<file path="src/rtl/mod_exp_ctrl.sv">
// Purpose : left-to-right square-and-multiply sequencer driving one Montgomery multiplier.
// Latency : start -> first mul_start 2 cycles; last mul_end fall -> done 2 cycles.
// Backpr. : one product in flight; waits for mul_end high then low; start ignored while busy.
//
// Ports
//   clk, rstn           : clock (rising edge), asynchronous active-low reset
//   start               : one-cycle request, only sampled while idle
//   len, ebits, exp     : Montgomery length, exponent bit count (clamped to WIDTH), exponent
//   base_m, one_m       : base and 1 in Montgomery form
//   modulus             : odd modulus n
//   mul_start/a/b/mod/len, mul_end, mm_out : multiplier launch / operands / completion
//   busy, done, err     : status; done and err are one-cycle pulses
//   result              : final value in the normal domain, valid from done
module mod_exp_ctrl #(
    parameter int WIDTH   = 32,
    parameter int TIMEOUT = 1023
) (
    input  logic             clk,
    input  logic             rstn,
    input  logic             start,
    input  logic [7:0]       len,
    input  logic [5:0]       ebits,
    input  logic [WIDTH-1:0] exp,
    input  logic [WIDTH-1:0] base_m,
    input  logic [WIDTH-1:0] one_m,
    input  logic [WIDTH-1:0] modulus,
    output logic             mul_start,
    output logic [WIDTH-1:0] mul_a,
    output logic [WIDTH-1:0] mul_b,
    output logic [WIDTH-1:0] mul_mod,
    output logic [7:0]       mul_len,
    input  logic             mul_end,
    input  logic [WIDTH-1:0] mm_out,
    output logic             busy,
    output logic             done,
    output logic             err,
    output logic [WIDTH-1:0] result
);

    localparam int IW = (WIDTH > 1) ? $clog2(WIDTH) : 1;
    localparam int CW = $clog2(TIMEOUT + 1);

    typedef enum logic [2:0] {
        S_IDLE,
        S_SQ,
        S_MUL,
        S_CONV,
        S_WAIT_END,
        S_WAIT_LOW,
        S_FIN
    } state_t;

    // Which operation is in flight, so WAIT_LOW knows where to go next.
    typedef enum logic [1:0] {
        T_SQ,
        T_MUL,
        T_CONV
    } tag_t;

    state_t           state_q, state_d;
    tag_t             tag_q, tag_d;
    logic [IW-1:0]    idx_q, idx_d;
    logic [CW-1:0]    cnt_q, cnt_d;
    logic [WIDTH-1:0] acc_q, acc_d;
    logic [WIDTH-1:0] exp_q, exp_d;
    logic [WIDTH-1:0] base_q, base_d;
    logic             mul_start_q, mul_start_d;
    logic [WIDTH-1:0] mul_a_q, mul_a_d;
    logic [WIDTH-1:0] mul_b_q, mul_b_d;
    logic [WIDTH-1:0] mul_mod_q, mul_mod_d;
    logic [7:0]       mul_len_q, mul_len_d;
    logic             busy_q, busy_d;
    logic             done_q, done_d;
    logic             err_q, err_d;
    logic [WIDTH-1:0] result_q, result_d;

    // Exponent bit count clamped to the operand width.
    logic [6:0] eff_bits;
    always_comb begin
        eff_bits = {1'b0, ebits};
        if ({1'b0, ebits} > 7'(WIDTH)) begin
            eff_bits = 7'(WIDTH);
        end
    end

    always_comb begin
        state_d     = state_q;
        tag_d       = tag_q;
        idx_d       = idx_q;
        cnt_d       = cnt_q;
        acc_d       = acc_q;
        exp_d       = exp_q;
        base_d      = base_q;
        mul_start_d = 1'b0;
        mul_a_d     = mul_a_q;
        mul_b_d     = mul_b_q;
        mul_mod_d   = mul_mod_q;
        mul_len_d   = mul_len_q;
        busy_d      = busy_q;
        done_d      = 1'b0;
        err_d       = 1'b0;
        result_d    = result_q;

        unique case (state_q)
            S_IDLE: begin
                if (start) begin
                    busy_d    = 1'b1;
                    acc_d     = one_m;
                    exp_d     = exp;
                    base_d    = base_m;
                    mul_mod_d = modulus;
                    mul_len_d = len;
                    // With zero exponent bits the index is never used.
                    idx_d     = IW'(eff_bits - 7'd1);
                    state_d   = (eff_bits == 7'd0) ? S_CONV : S_SQ;
                end
            end
            S_SQ: begin
                mul_a_d     = acc_q;
                mul_b_d     = acc_q;
                mul_start_d = 1'b1;
                cnt_d       = '0;
                tag_d       = T_SQ;
                state_d     = S_WAIT_END;
            end
            S_MUL: begin
                mul_a_d     = acc_q;
                mul_b_d     = base_q;
                mul_start_d = 1'b1;
                cnt_d       = '0;
                tag_d       = T_MUL;
                state_d     = S_WAIT_END;
            end
            S_CONV: begin
                // Product with plain 1 strips the R factor.
                mul_a_d     = acc_q;
                mul_b_d     = WIDTH'(1);
                mul_start_d = 1'b1;
                cnt_d       = '0;
                tag_d       = T_CONV;
                state_d     = S_WAIT_END;
            end
            S_WAIT_END: begin
                if (mul_end) begin
                    acc_d   = mm_out;
                    state_d = S_WAIT_LOW;
                end else if (cnt_q == CW'(TIMEOUT)) begin
                    err_d   = 1'b1;
                    busy_d  = 1'b0;
                    state_d = S_IDLE;
                end else begin
                    cnt_d = cnt_q + CW'(1);
                end
            end
            S_WAIT_LOW: begin
                // Holding off until mul_end drops keeps the next launch
                // clear of the previous completion.
                if (!mul_end) begin
                    unique case (tag_q)
                        T_SQ: begin
                            if (exp_q[idx_q]) begin
                                state_d = S_MUL;
                            end else if (idx_q == '0) begin
                                state_d = S_CONV;
                            end else begin
                                idx_d   = idx_q - IW'(1);
                                state_d = S_SQ;
                            end
                        end
                        T_MUL: begin
                            if (idx_q == '0) begin
                                state_d = S_CONV;
                            end else begin
                                idx_d   = idx_q - IW'(1);
                                state_d = S_SQ;
                            end
                        end
                        default: begin
                            result_d = acc_q;
                            state_d  = S_FIN;
                        end
                    endcase
                end
            end
            S_FIN: begin
                done_d  = 1'b1;
                busy_d  = 1'b0;
                state_d = S_IDLE;
            end
            default: begin
                state_d = S_IDLE;
            end
        endcase
    end

    always_ff @(posedge clk or negedge rstn) begin
        if (!rstn) begin
            state_q     <= S_IDLE;
            tag_q       <= T_SQ;
            idx_q       <= '0;
            cnt_q       <= '0;
            acc_q       <= '0;
            exp_q       <= '0;
            base_q      <= '0;
            mul_start_q <= 1'b0;
            mul_a_q     <= '0;
            mul_b_q     <= '0;
            mul_mod_q   <= '0;
            mul_len_q   <= '0;
            busy_q      <= 1'b0;
            done_q      <= 1'b0;
            err_q       <= 1'b0;
            result_q    <= '0;
        end else begin
            state_q     <= state_d;
            tag_q       <= tag_d;
            idx_q       <= idx_d;
            cnt_q       <= cnt_d;
            acc_q       <= acc_d;
            exp_q       <= exp_d;
            base_q      <= base_d;
            mul_start_q <= mul_start_d;
            mul_a_q     <= mul_a_d;
            mul_b_q     <= mul_b_d;
            mul_mod_q   <= mul_mod_d;
            mul_len_q   <= mul_len_d;
            busy_q      <= busy_d;
            done_q      <= done_d;
            err_q       <= err_d;
            result_q    <= result_d;
        end
    end

    assign mul_start = mul_start_q;
    assign mul_a     = mul_a_q;
    assign mul_b     = mul_b_q;
    assign mul_mod   = mul_mod_q;
    assign mul_len   = mul_len_q;
    assign busy      = busy_q;
    assign done      = done_q;
    assign err       = err_q;
    assign result    = result_q;

endmodule

</file>
<file path="config.mk">
export PLATFORM = sky130hd
export DESIGN_NAME = mod_exp_ctrl
export DESIGN_NICKNAME = d
export VERILOG_FILES = /design/src/rtl/mod_exp_ctrl.sv
export SDC_FILE = /design/constraint.sdc
export NUM_CORES = 1
export LEC_CHECK = 0
export CORE_UTILIZATION = 30
export DETAILED_ROUTE_END_ITERATION = 10
export PLACE_DENSITY_LB_ADDON = 0.08
export SLEW_MARGIN = 20
export SYNTH_ARGS = -nofsm -noshare
export SYNTH_HDL_FRONTEND = slang
export SYNTH_SLANG_ARGS = --single-unit
</file>
<file path="constraint.sdc">
create_clock -name clk -period 6.2 [get_ports clk]
set_input_delay 0.93 -clock clk [delete_from_list [all_inputs] [get_ports clk]]
set_output_delay 0.93 -clock clk [all_outputs]
set_load 0.02 [all_outputs]
</file>
# Word-level counts from Yosys, hierarchy flattened

Cells that the tools add are included.

Register bits: 256
Memories: 0
Logic and storage cells: 93
RAM bits: 0
Input bits: 178
Output and inout bits: 140
Bits in latches: 0
Memory bits (read-only): 0

Bitwise operators: 2
Muxes and demuxes: 35
Reductions and logical operators: 18
Eq/ne operators: 17
$lt $le $gt $ge: 2
Shift operators: 0
Multipliers: 0
Divide/modulo/power cells: 0
$add $sub $neg: 3

Operators with widths:

| operator                                                              | count |
|---|---|
| 32-bit one-hot mux with 3 select lines                                | 1 |
| 32-bit 2-to-1 mux                                                     | 2 |
| 32-bit one-hot mux with 2 select lines                                | 1 |
| 10-bit 2-to-1 mux                                                     | 2 |
| 5-bit 2-to-1 mux                                                      | 4 |
| 10-bit one-hot mux with 2 select lines                                | 1 |
| 5-bit one-hot mux with 2 select lines                                 | 2 |
| 3-bit 2-to-1 mux                                                      | 4 |
| 2-bit != test, second input constant                                  | 6 |
| 3-bit one-hot mux with 4 select lines                                 | 1 |
| 3-bit AND reduction                                                   | 4 |
| 10-bit by 1-bit adder with 10-bit output, second input constant       | 1 |
| 10-bit equality test, second input constant                           | 1 |
| 5-bit by 1-bit subtractor with 5-bit output, second input constant    | 2 |
| 3-bit equality test, second input constant                            | 3 |
| 1-bit 2-to-1 mux                                                      | 9 |
| 7-bit logical NOT                                                     | 1 |
| 3-bit by 2-bit equality test with 1-bit output, second input constant | 2 |
| 6-bit > comparator, second input constant                             | 1 |
| 5-bit by 6-bit < comparator with 1-bit output, second input constant  | 1 |
| 2-bit 2-to-1 mux                                                      | 3 |
| 6-bit 2-to-1 mux                                                      | 1 |
| 3-bit != test, second input constant                                  | 2 |
| 2-bit one-hot mux with 3 select lines                                 | 1 |
| other kinds (17)                                                      | 21 |

# Depth between registers and ports, before layout

Gate-level depths: netlist (run 1).

Word-level depth: 6
Depth in mapped cells: 9
Gate-level depth less buffers: 8

# Least setup slack after synthesis (run 1)

Ideal clock, no wire load.

Kind: input -> register
From: input start
To: register mul_len_q[4] (netlist: mul_len[4])
Arrival: 2.157 ns
Setup slack: 3.918 ns
Data required time: 6.075 ns
Library setup time: 0.125 ns
Buffers on the path: 3
Stages: 5
Cells stage by stage: and3_1 clkbuf_1 clkbuf_1 buf_2 mux2_2

Word-level cells in the longest chain between the ends: 1

RTL lines:

| what                          | line | RTL |
|---|---|---|
| start, declared               | 20   | `input logic start,` |
| 2-bit AND reduction (no line) | -    |  |
| end signal, assigned          | 226  | `mul_len_q <= mul_len_d;` |
| end, declared                 | 71   | `logic [7:0] mul_len_q, mul_len_d;` |

No other way between the ends.
A chain may end at the register's enable or synchronous reset.

# Final worst setup path (run 1)

From: register state_q[2]
To: register cnt_q[9]

Word-level cells in the longest chain between the ends: 4
Elaborated cells between the ends (all ways): 10
Those cells by class: 6 x eq/ne; 1 x mux; 3 x reduce/logical

RTL lines:

| what                                                                                                                    | line | RTL |
|---|---|---|
| start, declared                                                                                                         | 60   | `state_t state_q, state_d;` |
| start signal, assigned                                                                                                  | 215  | `state_q <= state_d;` |
| 3-bit by 2-bit equality test with 1-bit output / 3-bit by 1-bit equality test with 1-bit output (equally long branches) | 104  | `unique case (state_q)` |
| 3-bit OR reduction (no line)                                                                                            | -    |  |
| 2-bit nonzero test (no line)                                                                                            | -    |  |
| 3-bit AND reduction (no line)                                                                                           | -    |  |
| end signal, assigned                                                                                                    | 218  | `cnt_q <= cnt_d;` |
| end, declared                                                                                                           | 63   | `logic [CW-1:0] cnt_q, cnt_d;` |

Parallel ways exist; a longest one is shown, timed or not.

==> impl_metrics.sql, run 1 <==
INSERT INTO impl_metrics (metric_group, metric, value, unit) VALUES
('route', 'remaining_drc_errors', '0', ''),
('finish', 'layout.nets', '1367', ''),
('timing', 'hold_viol_final', '0', ''),
('floorplanning', 'total_die_area', '0.0368', 'mm2'),
('route', 'routed_wire_length_per_instance', '18.7', 'um'),
('timing', 'period_share', '47.8', '%'),
('floorplanning', 'die_x', '192', 'um'),
('timing', 'final.setup.tns', '0', 'ps'),
('yosys', 'yosys.cell_count.top_type', 'sky130_fd_sc_hd__dfrtp_1', ''),
('finish', 'final_area', '0.0154', 'mm2'),
('yosys', 'synth.top_cell.area_share', '59.3', '%'),
('finish', 'antennaDiodeCount', '0', ''),
('placement', 'gp_routability_congestion', '0.744', ''),
('yosys', 'synthSimpleGateAreaFrac', '9.00', '%'),
('timing', 'achievable-frequency', '337', 'MHz'),
('clock_network', 'cts_hold_buf', '0', ''),
('clock_network', 'max-clock-path-buffers', '3', ''),
('floorplanning', 'row_cnt', '69', ''),
('yosys', 'avgSynthCellArea', '12.1', 'um2'),
('setup_path', 'timing_worst_setup_path_type', 'reg -> reg', ''),
('yosys', 'synthTopCellsByArea', 'sky130_fd_sc_hd__dfrtp_1 59%, sky130_fd_sc_hd__mux2_2 14%, sky130_fd_sc_hd__nand2_1 5.8%, sky130_fd_sc_hd__mux2i_1 4.3%, sky130_fd_sc_hd__o21ai_0 3.4%', ''),
('power_and_ir_drop', 'highest_ir_drop_seen_on_vdd', '0.225', 'mV'),
('clock_network', 'postCtsSetupRepairBufs', '0', ''),
('global_route', 'antenna_found_initial', '1', ''),
('yosys', 'yosys_register_bits', '256', ''),
('clock_network', 'h-tree-depth', '1', ''),
('setup_path', 'critical_path.startpoint_type', 'flip-flop', ''),
('global_route', 'pin_count_of_the_biggest_net_entering_global_routing', '145', ''),
('power_and_ir_drop', 'power_report.internal_total', '5.20', 'mW'),
('route', 'route.vias.total', '7802', ''),
('yosys', 'synth.distinct_cells', '51', ''),
('setup_path', 'critPathMaxFanout', '48', ''),
('floorplanning', 'ios', '318', ''),
('placement', 'dpl_worst_slack', '2930', 'ps'),
('yosys', 'async_flop_share', '100', '%'),
('power_and_ir_drop', 'clock_power_share', '21.7', '%'),
('yosys', 'synth_cells', '890', ''),
('route', 'drt_pass1_iterations', '4', ''),
('global_route', 'globalRoute.totalOverflow', '0', ''),
('yosys', 'post_synth_xor_area_fraction', '0.729', '%'),
('timing', 'finalWorstPathRequiredPeriod', '2970', 'ps'),
('yosys', 'dominant_combinational_cell_family_by_area_after_synthesis', 'multiplexers', ''),
('run_status', 'run_status', 'finished, final reports clean', ''),
('finish', 'final_layout_size_suffix_gt1_share', '17.7', '%'),
('power_and_ir_drop', 'total_leakage_power', '6.63', 'nW'),
('clock_network', 'insertion_delay', '560', 'ps'),
('timing', 'max-slew-margin-rel', '26.6', '%'),
('power_and_ir_drop', 'netSwitchingFraction', '36.6', '%'),
('yosys', 'synth-main-ff-cell', 'sky130_fd_sc_hd__dfrtp_1', ''),
('timing', 'grt_setup_unrepaired', 'false', ''),
('power_and_ir_drop', 'switching_power', '3.01', 'mW'),
('placement', 'postPlaceCellArea', '0.0144', 'mm2'),
('route', 'postRouteAntennaNets', '0', ''),
('yosys', 'yosys.area_share.adder', '0.231', '%'),
('clock_network', 'clk_pin_slew_worst_paths', '60', 'ps'),
('hold_path', 'min_delay_path_class', 'in -> async', ''),
('yosys', 'yosysSeqAreaShare', '59.3', '%'),
('setup_path', 'critPathCaptureType', 'flip-flop', ''),
('setup_path', 'worst_ep_required_time', '6610', 'ps'),
('timing', 'timing.final.ws_setup', '3230', 'ps'),
('power_and_ir_drop', 'power.share.sequential', '36.7', '%'),
('floorplanning', 'chipHeight', '192', 'um'),
('yosys', 'synth-edff-count', '0', ''),
('timing', 'number_of_failing_setup_endpoints_in_the_final_timing_report', '0', ''),
('yosys', 'synth_compound_gate_area_share', '7.92', '%'),
('finish', 'flow.area_growth_from_synthesis', '42.5', '%'),
('floorplanning', 'core', '0.0355', 'mm2'),
('route', 'drt-vias-per-instance', '4.68', ''),
('clock_network', 'tritoncts.num_buffers', '30', ''),
('route', 'wirelength', '31200', 'um'),
('timing', 'worst_clock_skew', '9.39', 'ps');
-- power by group through the flow --
stage | Combinational, mW | Clock, mW | Sequential (mW)
final | 3.42 | 1.78 | 3.01
after floorplan | 1.67 | 0 | 3.31
after global routing | 3.72 | 1.92 | 3.14
after global placement | 3.46 | 0 | 3.03
after CTS | 3.50 | 1.85 | 3.03
after detailed placement | 3.49 | 0 | 3.05
-- worst paths after layout --
check	start	to	slack (ps)	cells after the start
worst max-delay path	state_q[2]	cnt_q[9]	3230	7
worst min-delay path	rstn	exp_q[15]	370	1
worst max register to register	state_q[2]	cnt_q[9]	3230	7
worst min register to register	mul_a[30]	mul_a[30]	470	2
max in group asynchronous	rstn	mul_b[16]	4490	2
min in group clk	mul_a[30]	mul_a[30]	470	2
-- critical path: stages (launching register included) --
cell                       delay, ps
sky130_fd_sc_hd__dfrtp_2         970
sky130_fd_sc_hd__nor3b_2         290
sky130_fd_sc_hd__buf_4           560
sky130_fd_sc_hd__o311ai_1        210
sky130_fd_sc_hd__buf_4           220
sky130_fd_sc_hd__nor4_1          330
sky130_fd_sc_hd__xnor2_1         160
sky130_fd_sc_hd__nor2_1           50
-- logic make-up (layout without fill, tap and decap cells) --
kind of cell               after synthesis  after routing
buffers and inverters                   70            386
and+or+nand+nor                        229            229
xor gates and xnor gates                 9              9
muxes                                  192            192
adders and majority gates                2              2
DFF                                    256            256
AOI/OAI and AO/OA                      132            132
-- layer usage --
| metal | part of all wire, % | wire length (um) | track usage (%) | vias up |
|---|---|---|---|---|
| li1 | - | - | - | 3701 |
| met1 | 42 | 13100 | 21.4 | 3867 |
| met2 | 49 | 15200 | 28.2 | 190 |
| met3 | 7.6 | 2380 | 5.54 | 42 |
| met4 | 1.7 | 517 | 3.94 | 2 |
| met5 | 0.054 | 17 | 0 | - |
-- flip-flops by register name, indices dropped and copies added (netlist names), 2 cells and up --
signal,flops
base_q,32
mul_a,32
mul_len,8
result,32
state_q,3
acc_q,32
idx_q,5
tag_q,2
mul_b,32
exp_q,32
mul_mod,32
cnt_q,10
-- through the flow --
step	std cells	util (%)	power, mW
6_report	1667	43.4	8.21
5_1_grt	1667	43.4	8.79
4_1_cts	1667	43.4	8.38
3_5_place_dp	1616	40.6	6.54
3_3_place_gp	1616	40.6	6.49
2_1_floorplan	890	-	4.98
-- layout make-up --
cell class | count | area, um2
fill | 3383 | 20100
sequential | 256 | 6410
multi-input combinational | 564 | 4140
timing repair buffer | 324 | 3240
clock buffer | 40 | 848
tap | 461 | 577
clock inverter | 11 | 145
inverter | 11 | 41.3
-- cell usage in the layout (no fill, tap or decap), drive strengths merged, types with 3 or more instances in the layout --
cell	n
dfrtp	256
nor2b	7
mux4	4
inv	12
clkbuf	40
nand2	166
o21ai	75
mux2i	46
nand3	6
xnor2	8
and3	4
a22oi	32
a31oi	3
nor2	17
clkdlybuf4s50	316
buf	8
nor3b	4
nor4	3
and2	3
clkinv	7
bufinv	3
a21oi	6
o311ai	4
nor3	9
mux2	142
Note: power is estimated with default switching activity, not from simulation.
==> inputs of run 2 (changes only) <==
Clock period 6.2 ns to 2.4 ns, I/O delays scaled along.
==> impl_metrics.sql, run 2 (same netlist as run 1, synthesis figures left out) <==
INSERT INTO impl_metrics (metric_group, metric, value, unit) VALUES
('clock_network', 'postCtsSetupRepairBufs', '0', ''),
('global_route', 'globalRoute.totalOverflow', '0', ''),
('timing', 'max-slew-margin-rel', '62.5', '%'),
('finish', 'flow.area_growth_from_synthesis', '45.7', '%'),
('clock_network', 'h-tree-depth', '1', ''),
('finish', 'layout_commonest_cell', 'sky130_fd_sc_hd__clkdlybuf4s50_1', ''),
('global_route', 'groute.layer.met3.usage', '4.60', '%'),
('global_route', 'antenna_found_initial', '2', ''),
('route', 'postRouteAntennaNets', '0', ''),
('route', 'initialDrtViolationCount', '295', ''),
('timing', 'timing.final.max_slew_violations', '0', ''),
('global_route', 'grt_pass1_vias', '8247', ''),
('setup_path', 'critPathSlowestCell', 'sky130_fd_sc_hd__mux4_2', ''),
('placement', 'postPlaceCellArea', '0.0147', 'mm2'),
('power_and_ir_drop', 'highest_ir_drop_seen_on_vdd', '1.14', 'mV'),
('route', 'drt-vias-per-instance', '4.64', ''),
('clock_network', 'cts-root-buf', 'sky130_fd_sc_hd__clkbuf_16', ''),
('finish', 'final_area', '0.0157', 'mm2'),
('floorplanning', 'core', '0.0355', 'mm2'),
('run_status', 'run_status', 'finished, final reports clean', ''),
('setup_path', 'critPathTopFamily', 'multiplexers', ''),
('power_and_ir_drop', 'power_density_relative_to_cell_area', '1380', 'mW/mm2'),
('finish', 'final_layout_size_suffix_gt1_share', '19.0', '%'),
('clock_network', 'postCtsResizedCells', '0', ''),
('setup_path', 'critical_path.max_stage_delay', '510', 'ps'),
('setup_path', 'worst_ep_required_time', '2840', 'ps'),
('placement', 'dpl_worst_slack', '206', 'ps'),
('timing', 'final.setup.tns', '0', 'ps'),
('clock_network', 'tritoncts.num_buffers', '31', ''),
('route', 'wirelength', '31600', 'um'),
('timing', 'worst_hold_slack', '333', 'ps'),
('floorplanning', 'die_x', '192', 'um'),
('setup_path', 'critPathCaptureType', 'flip-flop', ''),
('placement', 'place.port_buffers', '317', ''),
('route', 'remaining_drc_errors', '0', ''),
('global_route', 'globalRouteMet2Util', '28.1', '%'),
('setup_path', 'critical_path_buf_inv_count', '1', ''),
('setup_path', 'critPathMaxFanout', '12', ''),
('timing', 'period_share', '91.5', '%'),
('route', 'routed_wire_length_per_instance', '18.6', 'um'),
('global_route', 'pin_count_of_the_biggest_net_entering_global_routing', '68', ''),
('finish', 'layout.nets', '1389', ''),
('floorplanning', 'row_cnt', '69', ''),
('floorplanning', 'total_die_area', '0.0368', 'mm2'),
('route', 'route.vias.total', '7862', ''),
('timing', 'achievable-frequency', '456', 'MHz'),
('floorplanning', 'initial_utilization', '30.5', '%'),
('run', 'cap_viol_max_count', '0', ''),
('setup_path', 'timing_worst_setup_path_type', 'reg -> reg', ''),
('timing', 'grt_setup_unrepaired', 'false', ''),
('timing', 'worst_slew_pin_slew', '557', 'ps'),
('setup_path', 'cp_data_arrival_time', '2630', 'ps'),
('clock_network', 'max-clock-path-buffers', '3', ''),
('route', 'drt_pass1_iterations', '4', ''),
('timing', 'hold_viol_final', '0', ''),
('global_route', 'use_met1', '22.3', '%'),
('placement', 'hpwlAfterDp', '21000', 'um'),
('power_and_ir_drop', 'total_leakage_power', '6.80', 'nW'),
('timing', 'number_of_failing_setup_endpoints_in_the_final_timing_report', '0', ''),
('timing', 'worst_clock_skew', '8.08', 'ps'),
('global_route', 'global_route.peak_usage_layer', 'met2', ''),
('clock_network', 'cts_hold_buf', '1', ''),
('placement', 'gp_routability_congestion', '0.730', ''),
('clock_network', 'insertion_delay', '550', 'ps'),
('clock_network', 'clk_pin_slew_worst_paths', '60', 'ps'),
('finish', 'layout_common_cells', '316 x sky130_fd_sc_hd__clkdlybuf4s50_1, 255 x sky130_fd_sc_hd__dfrtp_1, 165 x sky130_fd_sc_hd__nand2_1', ''),
('setup_path', 'crit_chain', 'buf_4, mux2i_1, mux4_2, a221oi_4, a31oi_4, mux2_4', ''),
('clock_network', 'clock_sinks', '256', ''),
('floorplanning', 'ios', '318', ''),
('setup_path', 'critical_path.startpoint_type', 'flip-flop', ''),
('hold_path', 'min_delay_path_class', 'in -> async', ''),
('global_route', 'overall_fraction_of_global_route_tracks_in_use', '17.1', '%'),
('timing', 'finalWorstPathRequiredPeriod', '2190', 'ps'),
('clock_network', 'cts_tree', 'done', ''),
('global_route', 'wire_length_of_the_first_global_routing_pass', '48700', 'um'),
('floorplanning', 'chipHeight', '192', 'um'),
('timing', 'timing.final.ws_setup', '205', 'ps');
[run 2: where the power goes]
part	leakage, nW	internal [mW]	total [mW]	switching [mW]
logic	3.08	4.63	9.36	4.74
registers	3.20	6.29	7.57	1.28
clock network	0.517	2.97	4.80	1.84
[run 2: final timing paths]
path                       slack (ps)     endpoint  depth (start not counted)      start
min                               330    exp_q[13]                          2       rstn
min in group clk                  410    exp_q[16]                          2    exp[16]
max                               210     idx_q[3]                          6   idx_q[0]
max in group asynchronous        1350  mul_mod[22]                          3       rstn
max reg2reg                       210     idx_q[3]                          6   idx_q[0]
min reg2reg                       470    mul_a[30]                          2  mul_a[30]
[run 2: routing by layer]
metal / vias up / share of wire (%)
met1: 3868 / 43
met4: 2 / 2.5
met2: 197 / 48
li1: 3748 / -
met5: - / 0.032
met3: 47 / 6.5
[run 2: final cells by class]
type | count | area (um2)
clock buffer | 49 | 933
multi-input combinational | 564 | 4140
timing repair buffer | 345 | 3530
inverter | 11 | 41.3
sequential | 256 | 6410
antenna | 1 | 2.50
tap | 461 | 577
clock inverter | 7 | 118
fill | 3358 | 19700
[run 2: per-stage QoR]
| stage | total power, mW | util, % | std cells |
|---|---|---|---|
| after global placement | 17.1 | 41.4 | 1636 |
| after floorplan | 12.9 | - | 890 |
| after detailed placement | 17.2 | 41.4 | 1636 |
| after global routing | 23.2 | 44.4 | 1694 |
| final | 21.7 | 44.4 | 1694 |
| after CTS | 22.2 | 44.4 | 1693 |
==> inputs of run 3 (changes only) <==
Settings changed: CORE_MARGIN set to 2.
==> impl_metrics.sql, run 3 (same netlist as run 1, synthesis figures left out) <==
INSERT INTO impl_metrics (metric_group, metric, value, unit) VALUES
('run_status', 'run_status', 'finished, final reports clean', ''),
('timing', 'hold_viol_final', '0', ''),
('timing', 'timing.final.ws_setup', '212', 'ps'),
('floorplanning', 'row_cnt', '69', ''),
('global_route', 'globalRoute.totalOverflow', '0', ''),
('finish', 'final_area', '0.0157', 'mm2'),
('route', 'drt-vias-per-instance', '4.64', ''),
('power_and_ir_drop', 'highest_ir_drop_seen_on_vdd', '0.702', 'mV'),
('timing', 'finalWorstPathRequiredPeriod', '2190', 'ps'),
('finish', 'fin_util', '44.2', '%'),
('finish', 'fillCellCount', '3371', ''),
('timing', 'timing.final.max_slew_violations', '0', ''),
('clock_network', 'clock_sinks', '256', ''),
('setup_path', 'critical_path.startpoint_type', 'flip-flop', ''),
('floorplanning', 'chipHeight', '194', 'um'),
('global_route', 'wire_length_of_the_first_global_routing_pass', '50800', 'um'),
('floorplanning', 'initial_utilization', '30.4', '%'),
('clock_network', 'cts_hold_buf', '1', ''),
('run', 'cap_viol_max_count', '0', ''),
('timing', 'period_share', '91.2', '%'),
('timing', 'max-slew-margin-rel', '62.8', '%'),
('placement', 'dpl_worst_slack', '140', 'ps'),
('setup_path', 'worst_ep_required_time', '2830', 'ps'),
('placement', 'hpwlAfterDp', '21600', 'um'),
('power_and_ir_drop', 'total_leakage_power', '6.79', 'nW'),
('route', 'initialDrtViolationCount', '277', ''),
('setup_path', 'cp_data_arrival_time', '2620', 'ps'),
('timing', 'worst_slew_pin_slew', '552', 'ps'),
('floorplanning', 'total_die_area', '0.0376', 'mm2'),
('global_route', 'grt_pass1_vias', '8365', ''),
('floorplanning', 'die_x', '194', 'um'),
('finish', 'layout_commonest_cell', 'sky130_fd_sc_hd__clkdlybuf4s50_1', ''),
('route', 'remaining_drc_errors', '0', ''),
('clock_network', 'insertion_delay', '550', 'ps'),
('timing', 'number_of_failing_setup_endpoints_in_the_final_timing_report', '0', ''),
('clock_network', 'clk_pin_slew_worst_paths', '60', 'ps'),
('clock_network', 'max-clock-path-buffers', '3', ''),
('hold_path', 'min_delay_path_class', 'in -> async', ''),
('clock_network', 'postCtsSetupRepairBufs', '0', ''),
('route', 'routed_wire_length_per_instance', '18.9', 'um'),
('floorplanning', 'ios', '318', ''),
('finish', 'final_layout_size_suffix_gt1_share', '19.0', '%'),
('timing', 'achievable-frequency', '457', 'MHz'),
('global_route', 'pin_count_of_the_biggest_net_entering_global_routing', '61', ''),
('floorplanning', 'core', '0.0356', 'mm2'),
('clock_network', 'h-tree-depth', '1', ''),
('finish', 'layout_common_cells', '316 x sky130_fd_sc_hd__clkdlybuf4s50_1, 255 x sky130_fd_sc_hd__dfrtp_1, 165 x sky130_fd_sc_hd__nand2_1', ''),
('placement', 'gp_routability_congestion', '0.722', ''),
('timing', 'worst_clock_skew', '6.30', 'ps'),
('clock_network', 'cts-root-buf', 'sky130_fd_sc_hd__clkbuf_16', ''),
('global_route', 'antenna_found_initial', '0', ''),
('clock_network', 'tritoncts.num_buffers', '30', ''),
('clock_network', 'cts_tree', 'done', ''),
('clock_network', 'postCtsResizedCells', '0', ''),
('timing', 'grt_setup_unrepaired', 'false', ''),
('route', 'route.vias.total', '7855', ''),
('timing', 'final.setup.tns', '0', 'ps'),
('route', 'drt_pass1_iterations', '4', ''),
('power_and_ir_drop', 'power_density_relative_to_cell_area', '1370', 'mW/mm2'),
('finish', 'layout.nets', '1390', ''),
('setup_path', 'timing_worst_setup_path_type', 'reg -> reg', ''),
('global_route', 'overall_fraction_of_global_route_tracks_in_use', '17.1', '%'),
('placement', 'place.port_buffers', '317', ''),
('placement', 'postPlaceCellArea', '0.0147', 'mm2'),
('setup_path', 'critPathMaxFanout', '12', ''),
('setup_path', 'critPathCaptureType', 'flip-flop', ''),
('finish', 'flow.area_growth_from_synthesis', '45.5', '%'),
('route', 'wirelength', '31900', 'um'),
('finish', 'antennaDiodeCount', '0', ''),
('route', 'postRouteAntennaNets', '0', '');
[run 3: changes by cell type in the layout (fill, tap and decap cells not counted), sizes merged]
cell    previous run  this run
buf               28        30
bufinv             3         1
inv               13        11
clkinv             2         3
diode              1         0
[run 3: final cells by class]
cell class | count | area, um2 | area share, %
Sequential cell | 256 | 6410 | 40.7
Clock inverter | 4 | 45.0 | 0.286
Inverter | 11 | 41.3 | 0.262
Timing Repair Buffer | 347 | 3580 | 22.8
Clock buffer | 49 | 943 | 6.00
Tap cell | 461 | 577 | 3.67
Multi-Input combinational cell | 564 | 4140 | 26.3
[run 3: per-stage QoR]
step | power, mW | instances | hold WS (ps)
detailed placement | 17.3 | 1638 | 349
finish | 21.6 | 1692 | 341
global placement | 17.2 | 1638 | 351
global route | 23.1 | 1692 | 387
floorplan | 12.9 | 890 | 64.4
CTS | 22.0 | 1692 | 348
[run 3: path summary, 6_finish.rpt]
| check | from | to | slack (ps) | depth (start not counted) |
|---|---|---|---|---|
| max | idx_q[0] | idx_q[0] | 210 | 6 |
| min | rstn | exp_q[14] | 340 | 2 |
| max reg2reg | idx_q[0] | idx_q[0] | 210 | 6 |
| min reg2reg | mul_a[2] | mul_a[2] | 470 | 2 |
| max in group asynchronous | rstn | mul_len[4] | 1300 | 3 |
| min in group clk | base_m[7] | base_q[7] | 420 | 2 |
[run 3: routing by layer]
metal  vias to the layer above  share of wire, %  wire length [um]  track usage [%]
li1                       3753                 -                 -                -
met1                      3860                44             14000             22.5
met2                       205                47             15000             27.8
met3                        37               7.5              2400             5.34
met4                         0               1.7               553             3.40
met5                         -                 0                 0                0
[run 3: worst max-delay path, stage by stage (launching register included)]
cell and delay (ps):
sky130_fd_sc_hd__dfrtp_1 370, sky130_fd_sc_hd__buf_4 200, sky130_fd_sc_hd__mux2i_1 130, sky130_fd_sc_hd__mux4_2 520
sky130_fd_sc_hd__a221oi_4 340, sky130_fd_sc_hd__a31oi_4 180, sky130_fd_sc_hd__mux2_4 330
[run 3: where the power goes]
group | internal [mW] | leakage [nW] | switching, mW
combinational | 4.69 | 3.10 | 4.76
sequential | 6.29 | 3.20 | 1.27
clock | 2.76 | 0.489 | 1.79
total | 13.7 | 6.79 | 7.82
